--- src/rtl/avalon_st_seq_source.sv ---
// ---------------------------------------------------------------------------
// avalon_st_seq_source
//
// Avalon-ST source that emits packets of NUM_WORDS words forming an
// arithmetic sequence (BASE, BASE+STEP, ...), truncated to DATA_W bits.
// The source supports full ready/valid backpressure (ready latency 0) and
// SOP/EOP framing. It can send one packet per start pulse, or run
// continuously with IDLE_GAP idle cycles between packets.
//
// Ports:
//   clk            in   rising-edge clock
//   reset          in   synchronous active-high reset
//   start          in   begins a packet; only looked at in IDLE, ignored
//                       in continuous mode
//   ready          in   sink ready
//   valid          out  data valid (high throughout SEND)
//   data           out  current word
//   startofpacket  out  high with word 0
//   endofpacket    out  high with word NUM_WORDS-1
//   busy           out  high in SEND or GAP
//   done           out  one-cycle pulse after the last transfer of a packet
//   pkt_count      out  completed packets, wraps at 16 bits
//
// All outputs are registered.
// ---------------------------------------------------------------------------
module avalon_st_seq_source #(
    parameter int DATA_W     = 8,
    parameter int NUM_WORDS  = 3,
    parameter int BASE       = 4,
    parameter int STEP       = 1,
    parameter int CONTINUOUS = 0,
    parameter int IDLE_GAP   = 0
) (
    input  logic              clk,
    input  logic              reset,
    input  logic              start,
    input  logic              ready,
    output logic              valid,
    output logic [DATA_W-1:0] data,
    output logic              startofpacket,
    output logic              endofpacket,
    output logic              busy,
    output logic              done,
    output logic [15:0]       pkt_count
);

    localparam int IDX_W = (NUM_WORDS > 1) ? $clog2(NUM_WORDS) : 1;
    localparam int GAP_W = (IDLE_GAP > 1) ? $clog2(IDLE_GAP) : 1;

    localparam logic [IDX_W-1:0]  LAST_IDX = IDX_W'(NUM_WORDS - 1);
    localparam logic [GAP_W-1:0]  GAP_LAST = GAP_W'((IDLE_GAP > 0) ? IDLE_GAP - 1 : 0);
    localparam logic [DATA_W-1:0] BASE_W   = DATA_W'(BASE);
    localparam logic [DATA_W-1:0] STEP_W   = DATA_W'(STEP);

    typedef enum logic [1:0] {
        ST_IDLE = 2'd0,
        ST_SEND = 2'd1,
        ST_GAP  = 2'd2
    } state_t;

    state_t state_q, state_d;

    logic [IDX_W-1:0]  idx_q,   idx_d;
    logic [GAP_W-1:0]  gap_q,   gap_d;
    logic [DATA_W-1:0] data_q,  data_d;
    logic              valid_q, valid_d;
    logic              sop_q,   sop_d;
    logic              eop_q,   eop_d;
    logic              busy_q,  busy_d;
    logic              done_q,  done_d;
    logic [15:0]       cnt_q,   cnt_d;

    logic xfer;
    logic pkt_end;

    // valid is high exactly while in SEND, so a transfer is SEND && ready.
    assign xfer    = (state_q == ST_SEND) && ready;
    assign pkt_end = xfer && (idx_q == LAST_IDX);

    // -----------------------------------------------------------------------
    // State register
    // -----------------------------------------------------------------------
    always_ff @(posedge clk) begin
        if (reset) begin
            state_q <= ST_IDLE;
        end else begin
            state_q <= state_d;
        end
    end

    // -----------------------------------------------------------------------
    // Next-state logic
    // -----------------------------------------------------------------------
    always_comb begin
        state_d = state_q;
        case (state_q)
            ST_IDLE: begin
                // Continuous mode leaves IDLE on its own; start is ignored.
                if ((CONTINUOUS != 0) || start) begin
                    state_d = ST_SEND;
                end
            end
            ST_SEND: begin
                if (pkt_end) begin
                    if (CONTINUOUS == 0) begin
                        state_d = ST_IDLE;
                    end else if (IDLE_GAP > 0) begin
                        state_d = ST_GAP;
                    end else begin
                        state_d = ST_SEND;
                    end
                end
            end
            ST_GAP: begin
                if (gap_q == GAP_LAST) begin
                    state_d = ST_SEND;
                end
            end
            default: state_d = ST_IDLE;
        endcase
    end

    // -----------------------------------------------------------------------
    // Output / datapath next-state logic
    // -----------------------------------------------------------------------
    always_comb begin
        idx_d  = idx_q;
        data_d = data_q;

        if (pkt_end || (state_q != ST_SEND)) begin
            // Outside a packet, or finishing one: rewind to word 0. The data
            // register only loads BASE when a new packet is about to show.
            idx_d = '0;
            if (state_d == ST_SEND) begin
                data_d = BASE_W;
            end
        end else if (xfer) begin
            // Running sum instead of BASE + idx*STEP; wraps modulo 2^DATA_W.
            idx_d  = idx_q + 1'b1;
            data_d = data_q + STEP_W;
        end
        // Stalled in SEND (valid && !ready): everything above holds.

        gap_d   = ((state_q == ST_GAP) && (state_d == ST_GAP)) ? gap_q + 1'b1 : '0;

        valid_d = (state_d == ST_SEND);
        sop_d   = (state_d == ST_SEND) && (idx_d == '0);
        eop_d   = (state_d == ST_SEND) && (idx_d == LAST_IDX);
        busy_d  = (state_d != ST_IDLE);
        done_d  = pkt_end;
        cnt_d   = cnt_q + 16'(pkt_end);
    end

    // -----------------------------------------------------------------------
    // Datapath and output registers
    // -----------------------------------------------------------------------
    always_ff @(posedge clk) begin
        if (reset) begin
            idx_q   <= '0;
            gap_q   <= '0;
            data_q  <= '0;
            valid_q <= 1'b0;
            sop_q   <= 1'b0;
            eop_q   <= 1'b0;
            busy_q  <= 1'b0;
            done_q  <= 1'b0;
            cnt_q   <= '0;
        end else begin
            idx_q   <= idx_d;
            gap_q   <= gap_d;
            data_q  <= data_d;
            valid_q <= valid_d;
            sop_q   <= sop_d;
            eop_q   <= eop_d;
            busy_q  <= busy_d;
            done_q  <= done_d;
            cnt_q   <= cnt_d;
        end
    end

    assign valid         = valid_q;
    assign data          = data_q;
    assign startofpacket = sop_q;
    assign endofpacket   = eop_q;
    assign busy          = busy_q;
    assign done          = done_q;
    assign pkt_count     = cnt_q;

endmodule

--- config.mk ---
export PLATFORM = sky130hd
export DESIGN_NAME = avalon_st_seq_source
export DESIGN_NICKNAME = d
export VERILOG_FILES = /design/src/rtl/avalon_st_seq_source.sv
export SDC_FILE = /design/constraint.sdc
export NUM_CORES = 1
export LEC_CHECK = 0
export BUFFER_PORTS_ARGS = -buffer_cell sky130_fd_sc_hd__buf_4
export CAP_MARGIN = 20
export CORE_ASPECT_RATIO = 0.5
export CORE_MARGIN = 10
export CORE_UTILIZATION = 40
export DETAILED_ROUTE_END_ITERATION = 8
export GPL_ROUTABILITY_DRIVEN = 0
export PLACE_DENSITY = 0.6
export SYNTH_ARGS = -nofsm -noshare
export SYNTH_HDL_FRONTEND = slang
export SYNTH_SLANG_ARGS = --single-unit
--- constraint.sdc ---
create_clock -name clk -period 1.9 [get_ports clk]
set_input_delay 0.19 -clock clk [delete_from_list [all_inputs] [get_ports clk]]
set_output_delay 0.19 -clock clk [all_outputs]
set_load 0.05 [all_outputs]
; ---- After elaboration in Yosys (flattened, before gate mapping)
; Index checks and enable logic that the tools add are counted.
[totals]
elab_cells = 44
register_bits = 34
input_bits = 4
out_inout_bits = 29
[op_classes]
muxes = 9
n_eq_ne = 8
addsub = 4
bitwise = 1
n_reduce_logical = 12
[op_table]
columns = cell, count
row1 = $mux 8, 3
row2 = $add 16x1->16, 1
row3 = $mux 2, 5
row4 = $add 8x1->8 const B, 1
row5 = $eq 2x2->1 const B, 4
row6 = $pmux 2 s3, 1
row7 = $logic_and 1x1->1, 5
row8 = $eq 2x1->1 const B, 2
row9 = $logic_not 2->1, 2
row10 = $reduce_bool 2->1, 2
row11 = $add 2x1->2 const B, 1
row12 = $ne 2x1->1 const B, 1
row13 = $ne 2x2->1 const B, 1
row14 = $reduce_and 2->1, 1
row15 = $reduce_or 2->1, 1
row16 = $add 1x1->1 const B, 1
row17 = $logic_or 1x1->1, 1
row18 = $not 1->1, 1

; ---- Longest topological paths before layout
; Gate-level depths: netlist (run 1).
[logic_depth]
depth_word = 9
ltp_mapped = 9

; ---- Worst setup path after synthesis (run 1)
; No wires, ideal clock.
[synth_path]
path_type = register -> register
startpoint = reg state_q[0]
endpoint = reg cnt_q[14], in the netlist pkt_count[14]
synth_period_minus_slack_ns = 1.982
setup_ns = 0.128
t_arrival_ns = 1.854
path_stages_with_launch = 9
path_slack_ns = -0.082
path_buffers = 0
path_cell_list = dfxtp_1 > and3b_2 > and2_1 > ha_1 > ha_1 > nand2_1 > nor4_1 > xnor2_1 > nor2_1
[synth_between]
elab_chain_len = 4
[synth_lines]
columns = element, line_no
row1 = from (decl), 61  ; state_t state_q, state_d;
row2 = from (signal assigned), 87  ; state_q <= state_d;
row3 = $eq 2x1->1, 77  ; assign xfer = (state_q == ST_SEND) && ready;
row4 = $logic_and 1x1->1, 77
row5 = $logic_and 1x1->1, 78  ; assign pkt_end = xfer && (idx_q == LAST_IDX);
row6 = via done_d, 70  ; logic done_q, done_d;
row7 = $add 16x1->16, 151  ; cnt_d = cnt_q + 16'(pkt_end);
row8 = to (signal assigned), 177  ; cnt_q <= cnt_d;
row9 = to (decl), 71  ; logic [15:0] cnt_q, cnt_d;
; The timed path passes the listed nets, and every way through them passes these cells.
; A chain may end at the register's enable or synchronous reset.

; ---- Worst setup path after layout (run 1)
[layout_path]
startpoint = reg state_q[1]
endpoint = reg cnt_q[6], in the netlist pkt_count[6]
; Same word-level chain as after synthesis.

==> flow_metrics.env, run 1 <==
export IMPL_register_area_um2=682
export IMPL_syn_avg_cell_area_um2=9.15
export IMPL_maxSlewViolCount=0
export IMPL_p_seq_share_pct=47.8
export IMPL_ys_seq_elements=34
export IMPL_netlist_area_um2=1530
export IMPL_layout_nets=219
export IMPL_cts_htree_levels=2
export IMPL_fp_row_count=15
export IMPL_drc=0
export IMPL_diodes=0
export IMPL_hold_path_class="in -> reg"
export IMPL_area_growth_syn_to_layout_pct=32.5
export IMPL_antenna_left=0
export IMPL_firstDrtPassIters=4
export IMPL_synth_yosys_warnings=0
export IMPL_track_usage_pct=10.3
export IMPL_clkSinkCount=34
export IMPL_wl_um=3390
export IMPL_vias_per_cell=5.01
export IMPL_clock_path_buffers=2
export IMPL_worst_pin_slew_ps=529
export IMPL_timing_fmax_mhz=561
export IMPL_clock_skew_ps=5.19
export IMPL_power_leakage_uw=0.000826
export IMPL_grt_pass1_vias=1241
export IMPL_cap_violations=0
export IMPL_die_h_um=63.7
export IMPL_p_sw_uw=349
export IMPL_grt_antenna_before_repair=0
export IMPL_timing_final_hold_violations=0
export IMPL_seq_area_frac_synth_pct=44.6
export IMPL_combPwrFrac_pct=8.2
export IMPL_layout_commonest_cell="buf_4"
export IMPL_startpoint_type="flip-flop"
export IMPL_status="finished clean"
export IMPL_drtIter0Drc=55
export IMPL_relSlewSlack_pct=64.5
export IMPL_clockRootBuffer="clkbuf_8"
export IMPL_core_um2=3550
export IMPL_cts_tree="built"
export IMPL_clk_latency_ps=290
export IMPL_clk_pin_slew_worst_paths_ps=70
export IMPL_p_per_area_nw_per_um2=760
export IMPL_cp_end_kind="flip-flop"
export IMPL_wl_per_cell_um=12.9
export IMPL_dp_final_hpwl_um=2500
export IMPL_postSynthCellCount=167
export IMPL_rsz0062_at_grt="no"
export IMPL_drive_gt1_share_pct=29.9
export IMPL_via_count=1313
export IMPL_grt_max_degree=27
export IMPL_timing_final_crit_share_pct=93.9
export IMPL_dieWidth_um=107
export IMPL_place_port_buffers=32
export IMPL_crit_arrival_ps=2000
export IMPL_die_area_um2=6840
export IMPL_cts_hold_buf=0
export IMPL_cts_made_buffers=5
export IMPL_critPathMaxFanout=3
export IMPL_synth_nets=175
export IMPL_grt_pass1_wl_um=5780
export IMPL_pwr_share_clk_pct=44.1
export IMPL_io_pins=33
export IMPL_mostFrequentLayoutCells="buf_4, dfxtp_1, nor2_1"
export IMPL_cp_required_ps=2120
export IMPL_fin_util_pct=57.1
export IMPL_critical_path_class="reg -> reg"
export IMPL_synth_distinct_cells=36
export IMPL_setup_tns_ps=0
export IMPL_grt_ovfl_total=0
export IMPL_initial_core_util_pct=43.1
export IMPL_internal_power_uw=1190
export IMPL_multi_input_area_um2=855
export IMPL_ir_worst_vdd_v=0.000467
export IMPL_fillerInstances=332
export IMPL_sw_frac_of_total_pct=22.7
export IMPL_setup_viol=0
export IMPL_layout_min_cycle_time_ps=1780
-- power groups by stage --
stage	combinational [uW]	sequential, uW	clock (uW)
detailed placement	127	751	0
global route	136	736	733
finish	126	735	678
global placement	126	750	0
CTS	128	734	697
floorplan	52.8	784	0
-- critical path, cell delays in order, from the launching register on --
cell and delay (ps):
dfxtp_1 320, and3b_2 250, and2_4 140, ha_2 170, ha_2 180, buf_4 120
nand3_1 80, or3_1 320, a21oi_1 140
-- synthesized netlist by cell type --
cell | count | area [um^2]
dfxtp_1 | 34 | 681
nor2_1 | 15 | 56.3
a21oi_1 | 13 | 65.1
nand2_1 | 11 | 41.3
nand3_1 | 11 | 55.1
nand2b_1 | 9 | 56.3
xnor2_1 | 8 | 70.1
nor3_1 | 6 | 30.0
o21ai_0 | 6 | 30.0
inv_1 | 5 | 18.8
mux2i_1 | 5 | 50.1
ha_1 | 4 | 50.1
nor2b_1 | 4 | 25.0
nor4_1 | 4 | 25.0
nand4_1 | 3 | 18.8
or3_1 | 3 | 18.8
a31oi_1 | 2 | 12.5
and2_1 | 2 | 12.5
and3_1 | 2 | 12.5
and3b_2 | 2 | 20.0
clkbuf_1 | 2 | 7.51
xor2_1 | 2 | 17.5
a211oi_1 | 1 | 7.51
a22oi_1 | 1 | 7.51
and4_1 | 1 | 8.76
conb_1 | 1 | 3.75
mux2_2 | 1 | 11.3
nand3b_4 | 1 | 20.0
nand4_4 | 1 | 21.3
nor3_2 | 1 | 10.0
nor3b_1 | 1 | 7.51
o21a_1 | 1 | 7.51
o21bai_1 | 1 | 7.51
o31ai_1 | 1 | 7.51
o32ai_4 | 1 | 27.5
or2_2 | 1 | 6.26
-- metrics by stage --
stage                     cells  setup WS [ps]  area (um^2)  hold slack, ps  power [uW]
after floorplan             167           19.3         1540             370         837
after global placement      255            143         1890             450         876
after detailed placement    255           92.9         1890             457         878
after CTS                   262           91.8         2010             248        1560
after global routing        262           8.57         2020             260        1610
final                       262            117         2020             252        1540
-- layout make-up --
cell class / instances / area share (%)
sequential: 34 / 33.7
timing repair buffer: 39 / 14.5
tap: 51 / 3.15
multi-input combinational: 126 / 42.2
inverter: 5 / 0.927
clock buffer: 6 / 4.08
clock inverter: 1 / 1.48
-- final timing paths --
kind,to,cells past startpoint,from,slack [ps]
worst min-delay path,pkt_count[2],2,reset,250
worst max-delay path,pkt_count[6],8,state_q[1],120
worst max register to register,pkt_count[6],8,state_q[1],120
worst min register to register,data[7],1,data[7],460
-- layer usage --
layer  global-route usage (%)  vias up  wire (um)
met3                     4.06        6        161
met4                     5.96        0         71
met5                        0        -          0
met2                     16.4       20       1620
met1                     11.6      614       1540
li1                         -      673          -
-- sequential cells by signal, indices dropped and copies added (netlist names) --
signal / cells
pkt_count: 16
idx_q: 2
data: 8
busy: 1
startofpacket: 1
valid: 1
endofpacket: 1
state_q: 2
done: 1
gap_q: 1
-- kinds of logic (layout without fill, tap and decap cells) --
group / after synthesis / count (layout) / share of synthesized area, %
other: 1 / 1 / 0.245
AOI/OAI and AO/OA: 27 / 27 / 11.3
adders and majority gates: 4 / 4 / 3.28
and+or+nand+nor: 78 / 78 / 29.2
xor gates and xnor gates: 10 / 10 / 5.73
muxes: 6 / 6 / 4.01
buffers and inverters: 7 / 51 / 1.72
DFF: 34 / 34 / 44.6
-- repair_timing --
| action | CTS | global route |
|---|---|---|
| resized for setup | 0 | 6 |
| endpoints found under the setup margin | 0 | 3 |
| buffers inserted | 0 | 0 |
Power figures use the tool's default switching activity.
==> run 2, diff against run 1 <==
--- a/config.mk
+++ b/config.mk
@@ -8,7 +8,7 @@
 export BUFFER_PORTS_ARGS = -buffer_cell sky130_fd_sc_hd__buf_4
 export CAP_MARGIN = 20
 export CORE_ASPECT_RATIO = 0.5
-export CORE_MARGIN = 10
+export CORE_MARGIN = 5
 export CORE_UTILIZATION = 40
 export DETAILED_ROUTE_END_ITERATION = 8
 export GPL_ROUTABILITY_DRIVEN = 0
==> run 2 against run 1 <==
Net effect:
- critical path depth rose by 1
- global-route usage rose by 2.1 points
- total power rose by 7.8%
- final area rose by 0.99%
- core utilization rose by 0.56 points
- register-to-register slack barely moved
- via count fell by 0.76%
- worst setup slack improved by 2.9 ps
- non-clock buffer count did not move
- combinational power barely moved
- critical endpoint is now pkt_count[12]
- largest power group is now the clock network
==> flow_metrics.env, run 2 (synthesis gave the netlist of run 1 again) <==
export IMPL_setup_tns_ps=0
export IMPL_rsz0062_at_grt="no"
export IMPL_wl_per_cell_um=11.9
export IMPL_dieWidth_um=97.4
export IMPL_cts_setup_buffers=0
export IMPL_layout_commonest_cell="buf_4"
export IMPL_reg2regPathDepth=9
export IMPL_cts_hold_buf=0
export IMPL_fp_row_count=15
export IMPL_hold_start="reset"
export IMPL_relSlewSlack_pct=62.6
export IMPL_drive_gt1_share_pct=30.2
export IMPL_area_growth_syn_to_layout_pct=33.8
export IMPL_fillerInstances=323
export IMPL_crit_chain="inv_1, ha_2, and2_1, ha_2, ha_2, nand2_2, nor4_2, xnor2_1, nor2_1"
export IMPL_track_usage_pct=12.4
export IMPL_worst_pin_slew_ps=557
export IMPL_grt_ovfl_total=0
export IMPL_drtIter0Drc=28
export IMPL_p_sw_uw=364
export IMPL_hold_depth=2
export IMPL_crit_top_cell="ha_2"
export IMPL_place_port_buffers=32
export IMPL_firstDrtPassIters=4
export IMPL_layout_min_cycle_time_ps=1780
export IMPL_io_pins=33
export IMPL_multi_input_area_um2=848
export IMPL_initial_core_util_pct=43.1
export IMPL_die_h_um=53.7
export IMPL_p_seq_share_pct=44.3
export IMPL_ir_worst_vdd_v=0.000488
export IMPL_p_per_area_nw_per_um2=811
export IMPL_cts_htree_levels=2
export IMPL_cp_end_kind="flip-flop"
export IMPL_antenna_left=0
export IMPL_ctsResizeCount=0
export IMPL_pwr_share_clk_pct=48.2
export IMPL_timing_fmax_mhz=562
export IMPL_startpoint_type="flip-flop"
export IMPL_grt_antenna_before_repair=0
export IMPL_timing_final_hold_violations=0
export IMPL_register_area_um2=683
export IMPL_timing_final_crit_share_pct=93.7
export IMPL_die_area_um2=5230
export IMPL_vias_per_cell=4.95
export IMPL_via_count=1303
export IMPL_status="finished clean"
export IMPL_hold_path_class="in -> reg"
export IMPL_r2r_slack_ps=120
export IMPL_layout_nets=219
export IMPL_combPwrFrac_pct=7.5
export IMPL_critPathMaxFanout=4
export IMPL_dp_final_hpwl_um=2310
export IMPL_clk_pin_slew_worst_paths_ps=70
export IMPL_timing_rr_end="pkt_count[12]"
export IMPL_critical_path_class="reg -> reg"
export IMPL_min_to="done"
export IMPL_crit_arrival_ps=1950
export IMPL_clock_skew_ps=5.28
export IMPL_mostFrequentLayoutCells="buf_4, dfxtp_1, nor2_1"
export IMPL_diodes=0
export IMPL_largest_reg_flops=16
export IMPL_maxSlewViolCount=0
export IMPL_clockRootBuffer="clkbuf_8"
export IMPL_sw_frac_of_total_pct=21.9
export IMPL_power_leakage_uw=0.000819
export IMPL_cp_required_ps=2070
export IMPL_slowest_stage="dfxtp_2"
export IMPL_path_buf_inv=1
export IMPL_clock_path_buffers=2
export IMPL_path_delay_family="simple AND/OR/NAND/NOR gates"
export IMPL_grt_max_degree=27
export IMPL_fin_util_pct=57.6
export IMPL_setup_viol=0
export IMPL_clk_latency_ps=280
export IMPL_internal_power_uw=1300
export IMPL_r2r_start="idx_q[0]"
export IMPL_cp_num_cells=9
export IMPL_grt_pass1_vias=1126
export IMPL_wl_um=3140
export IMPL_clkSinkCount=34
export IMPL_cap_violations=0
export IMPL_critPathMaxStageDelay_ps=340
export IMPL_grt_pass1_wl_um=5110
export IMPL_cts_tree="built"
export IMPL_core_um2=3550
export IMPL_drc=0
export IMPL_cts_made_buffers=5
run 2: metal layers:
metal  track usage, %  vias to the layer above  wire length [um]
met4             6.21                        0                36
met1             14.3                      604              1490
met2             21.1                       21              1470
li1                 -                      673                 -
met3             4.66                        5               137
met5                0                        -                 0
run 2: worst reg2reg max path, delay by kind of cell (launching register included):
family	cells	cell delay (ps)
xor+xnor	1	150
fa+ha+maj	3	530
buf+inv	1	70
flops	1	340
simple gates	4	590
run 2: through the flow:
| stage | worst slack (ps) | cells | hold WS (ps) | instance area [um^2] | power (uW) |
|---|---|---|---|---|---|
| after floorplan | 19.3 | 167 | 370 | 1540 | 837 |
| final | 119 | 263 | 260 | 2040 | 1660 |
| after CTS | 93.8 | 263 | 248 | 2030 | 1680 |
| after global placement | 136 | 255 | 451 | 1890 | 876 |
| after global routing | 1.68 | 263 | 259 | 2040 | 1730 |
| after detailed placement | 108 | 255 | 461 | 1890 | 877 |
run 2: power by group through the flow:
stage               clock network, uW  logic (uW)  registers [uW]
finish                            799         125             734
global route                      856         136             736
CTS                               822         126             734
detailed placement                  0         126             751
global placement                    0         126             750
floorplan                           0        52.8             784
run 2: how the worst max path moves through the flow:
stage / from / endpoint / slack, ps
floorplan: idx_q[0] / pkt_count[12] / 20
global placement: idx_q[0] / pkt_count[10] / 140
detailed placement: idx_q[0] / pkt_count[12] / 110
CTS: idx_q[0] / pkt_count[12] / 90
global route: idx_q[1] / pkt_count[6] / 2
finish: idx_q[0] / pkt_count[12] / 120
run 2: final cells by class:
type	instances	area share [%]
inverter	5	0.918
timing repair buffer	39	14.3
clock inverter	3	3.37
sequential	34	33.4
tap	51	3.12
clock buffer	5	3.37
multi-input combinational	126	41.5
==> run 3, diff against run 2 <==
--- a/config.mk
+++ b/config.mk
@@ -5,14 +5,15 @@
 export SDC_FILE = /design/constraint.sdc
 export NUM_CORES = 1
 export LEC_CHECK = 0
-export BUFFER_PORTS_ARGS = -buffer_cell sky130_fd_sc_hd__buf_4
 export CAP_MARGIN = 20
 export CORE_ASPECT_RATIO = 0.5
 export CORE_MARGIN = 5
 export CORE_UTILIZATION = 40
 export DETAILED_ROUTE_END_ITERATION = 8
+export DONT_BUFFER_PORTS = 1
 export GPL_ROUTABILITY_DRIVEN = 0
-export PLACE_DENSITY = 0.6
+export PLACE_DENSITY = 0.52
+export SLEW_MARGIN = 15
 export SYNTH_ARGS = -nofsm -noshare
 export SYNTH_HDL_FRONTEND = slang
 export SYNTH_SLANG_ARGS = --single-unit
==> run 3 against run 2 <==
Net effect:
- register-to-register slack lost 30 ps
- highest routed layer unchanged
- first-iteration DRC count grew 39%
- global-route usage grew 1.8 points
- largest power group is now sequential cells
- critical endpoint unchanged
- count of clock-buffer cells in the layout grew 1
- sequential power grew 3%
- final area shrank 6.0%
- worst setup slack lost 34 ps
==> flow_metrics.env, run 3 (synthesis gave the netlist of run 1 again) <==
export IMPL_status="finished clean"
export IMPL_sw_frac_of_total_pct=25.1
export IMPL_area_growth_syn_to_layout_pct=25.8
export IMPL_clock_path_buffers=2
export IMPL_mostFrequentLayoutCells="dfxtp_1, buf_4, nor2_1"
export IMPL_cts_made_buffers=5
export IMPL_timing_fmax_mhz=551
export IMPL_clockRootBuffer="clkbuf_8"
export IMPL_io_pins=33
export IMPL_clk_pin_slew_worst_paths_ps=70
export IMPL_grt_antenna_before_repair=0
export IMPL_core_um2=3550
export IMPL_multi_input_area_um2=850
export IMPL_die_h_um=53.7
export IMPL_die_area_um2=5230
export IMPL_ir_worst_vdd_v=0.000345
export IMPL_largest_reg_flops=16
export IMPL_reg2regPathDepth=9
export IMPL_cts_setup_buffers=0
export IMPL_design_power_total_uw=1400
export IMPL_timing_final_hold_violations=0
export IMPL_register_area_um2=682
export IMPL_critical_path_class="reg -> reg"
export IMPL_drtIter0Drc=39
export IMPL_cp_required_ps=2050
export IMPL_rsz0062_at_grt="yes"
export IMPL_clkSinkCount=34
export IMPL_diodes=0
export IMPL_layout_nets=208
export IMPL_r2r_start="idx_q[0]"
export IMPL_cap_violations=0
export IMPL_cp_end_kind="flip-flop"
export IMPL_p_sw_uw=352
export IMPL_dieWidth_um=97.4
export IMPL_track_usage_pct=14.2
export IMPL_power_leakage_uw=0.000747
export IMPL_antenna_left=0
export IMPL_setup_viol=0
export IMPL_hold_path_class="in -> reg"
export IMPL_combPwrFrac_pct=6.4
export IMPL_initial_core_util_pct=43.1
export IMPL_vias_per_cell=5.03
export IMPL_dp_final_hpwl_um=2380
export IMPL_worst_pin_slew_ps=650
export IMPL_fillerInstances=348
export IMPL_firstDrtPassIters=4
export IMPL_endpoint="pkt_count[12]"
export IMPL_grt_pass1_wl_um=5710
export IMPL_drc=0
export IMPL_critPathMaxFanout=4
export IMPL_via_count=1268
export IMPL_crit_arrival_ps=1960
export IMPL_grt_pass1_vias=1245
export IMPL_grt_max_degree=18
export IMPL_clock_skew_ps=4.83
export IMPL_p_seq_share_pct=53.7
export IMPL_maxSlewViolCount=0
export IMPL_layout_min_cycle_time_ps=1810
export IMPL_cts_tree="built"
export IMPL_timing_final_crit_share_pct=95.5
export IMPL_fin_util_pct=54.2
export IMPL_internal_power_uw=1050
export IMPL_wl_per_cell_um=13.1
export IMPL_crit_path_start="idx_q[0]"
export IMPL_wl_um=3300
export IMPL_p_per_area_nw_per_um2=730
export IMPL_setup_tns_ps=0
export IMPL_startpoint_type="flip-flop"
export IMPL_cts_htree_levels=2
export IMPL_timing_rr_end="pkt_count[12]"
export IMPL_layout_commonest_cell="dfxtp_1"
export IMPL_drive_gt1_share_pct=25.4
export IMPL_r2r_slack_ps=90
export IMPL_fp_row_count=15
export IMPL_clk_latency_ps=280
export IMPL_place_port_buffers=0
export IMPL_grt_ovfl_total=0
export IMPL_relSlewSlack_pct=56.5
export IMPL_pwr_share_clk_pct=40.0
run 3: critical path, stage by stage (launching register included):
cell,delay (ps)
dfxtp_1,320
inv_1,100
ha_2,180
and2_4,130
ha_2,170
ha_1,170
nand2_2,100
nor4_2,310
xnor2_1,140
nor2_1,50
run 3: stage by stage:
step                      setup WS, ps  cells  hold slack, ps  area, um^2
after floorplan                   19.3    167             370        1540
after global placement             123    243             269        1800
after detailed placement          73.1    243             268        1800
after CTS                         55.5    252            41.5        1910
after global routing             -64.0    252            46.1        1920
final                             86.0    252            56.4        1920
run 3: worst min path at each step:
stage                     startpoint            end  slack, ps  cells past startpoint
after global routing           reset        data[2]         50                      2
final                          reset        data[2]         60                      2
after detailed placement       reset   pkt_count[6]        270                      1
after floorplan                reset  pkt_count[15]        370                      2
after CTS                      reset        data[2]         40                      2
after global placement         reset   pkt_count[5]        270                      1
run 3: power groups by stage:
stage	clock [uW]	sequential [uW]	combinational (uW)
finish	560	753	89.6
global route	622	754	101
CTS	586	753	90.9
detailed placement	0	769	83.5
global placement	0	770	82.9
floorplan	0	784	52.8
run 3: final cells by class:
type / count / area share [%]
Clock buffer: 6 / 4.30
Clock inverter: 2 / 0.651
Inverter: 5 / 0.977
Multi-Input combinational cell: 126 / 44.2
Sequential cell: 34 / 35.5
Tap cell: 51 / 3.32
Timing Repair Buffer: 28 / 11.1
run 3: per-layer routing:
| layer | up-vias | track usage (%) | wire (um) |
|---|---|---|---|
| met3 | 5 | 6.34 | 259 |
| met4 | 0 | 6.21 | 40 |
| met1 | 577 | 17.0 | 1600 |
| li1 | 655 | - | - |
| met2 | 31 | 22.6 | 1400 |
| met5 | - | 0 | 0 |
run 3: repair_timing:
action,4_1_cts,5_1_grt
resized for setup,0,4
endpoints found under the hold margin,17,0
hold buffers,1,0
setup endpoints to repair,0,9
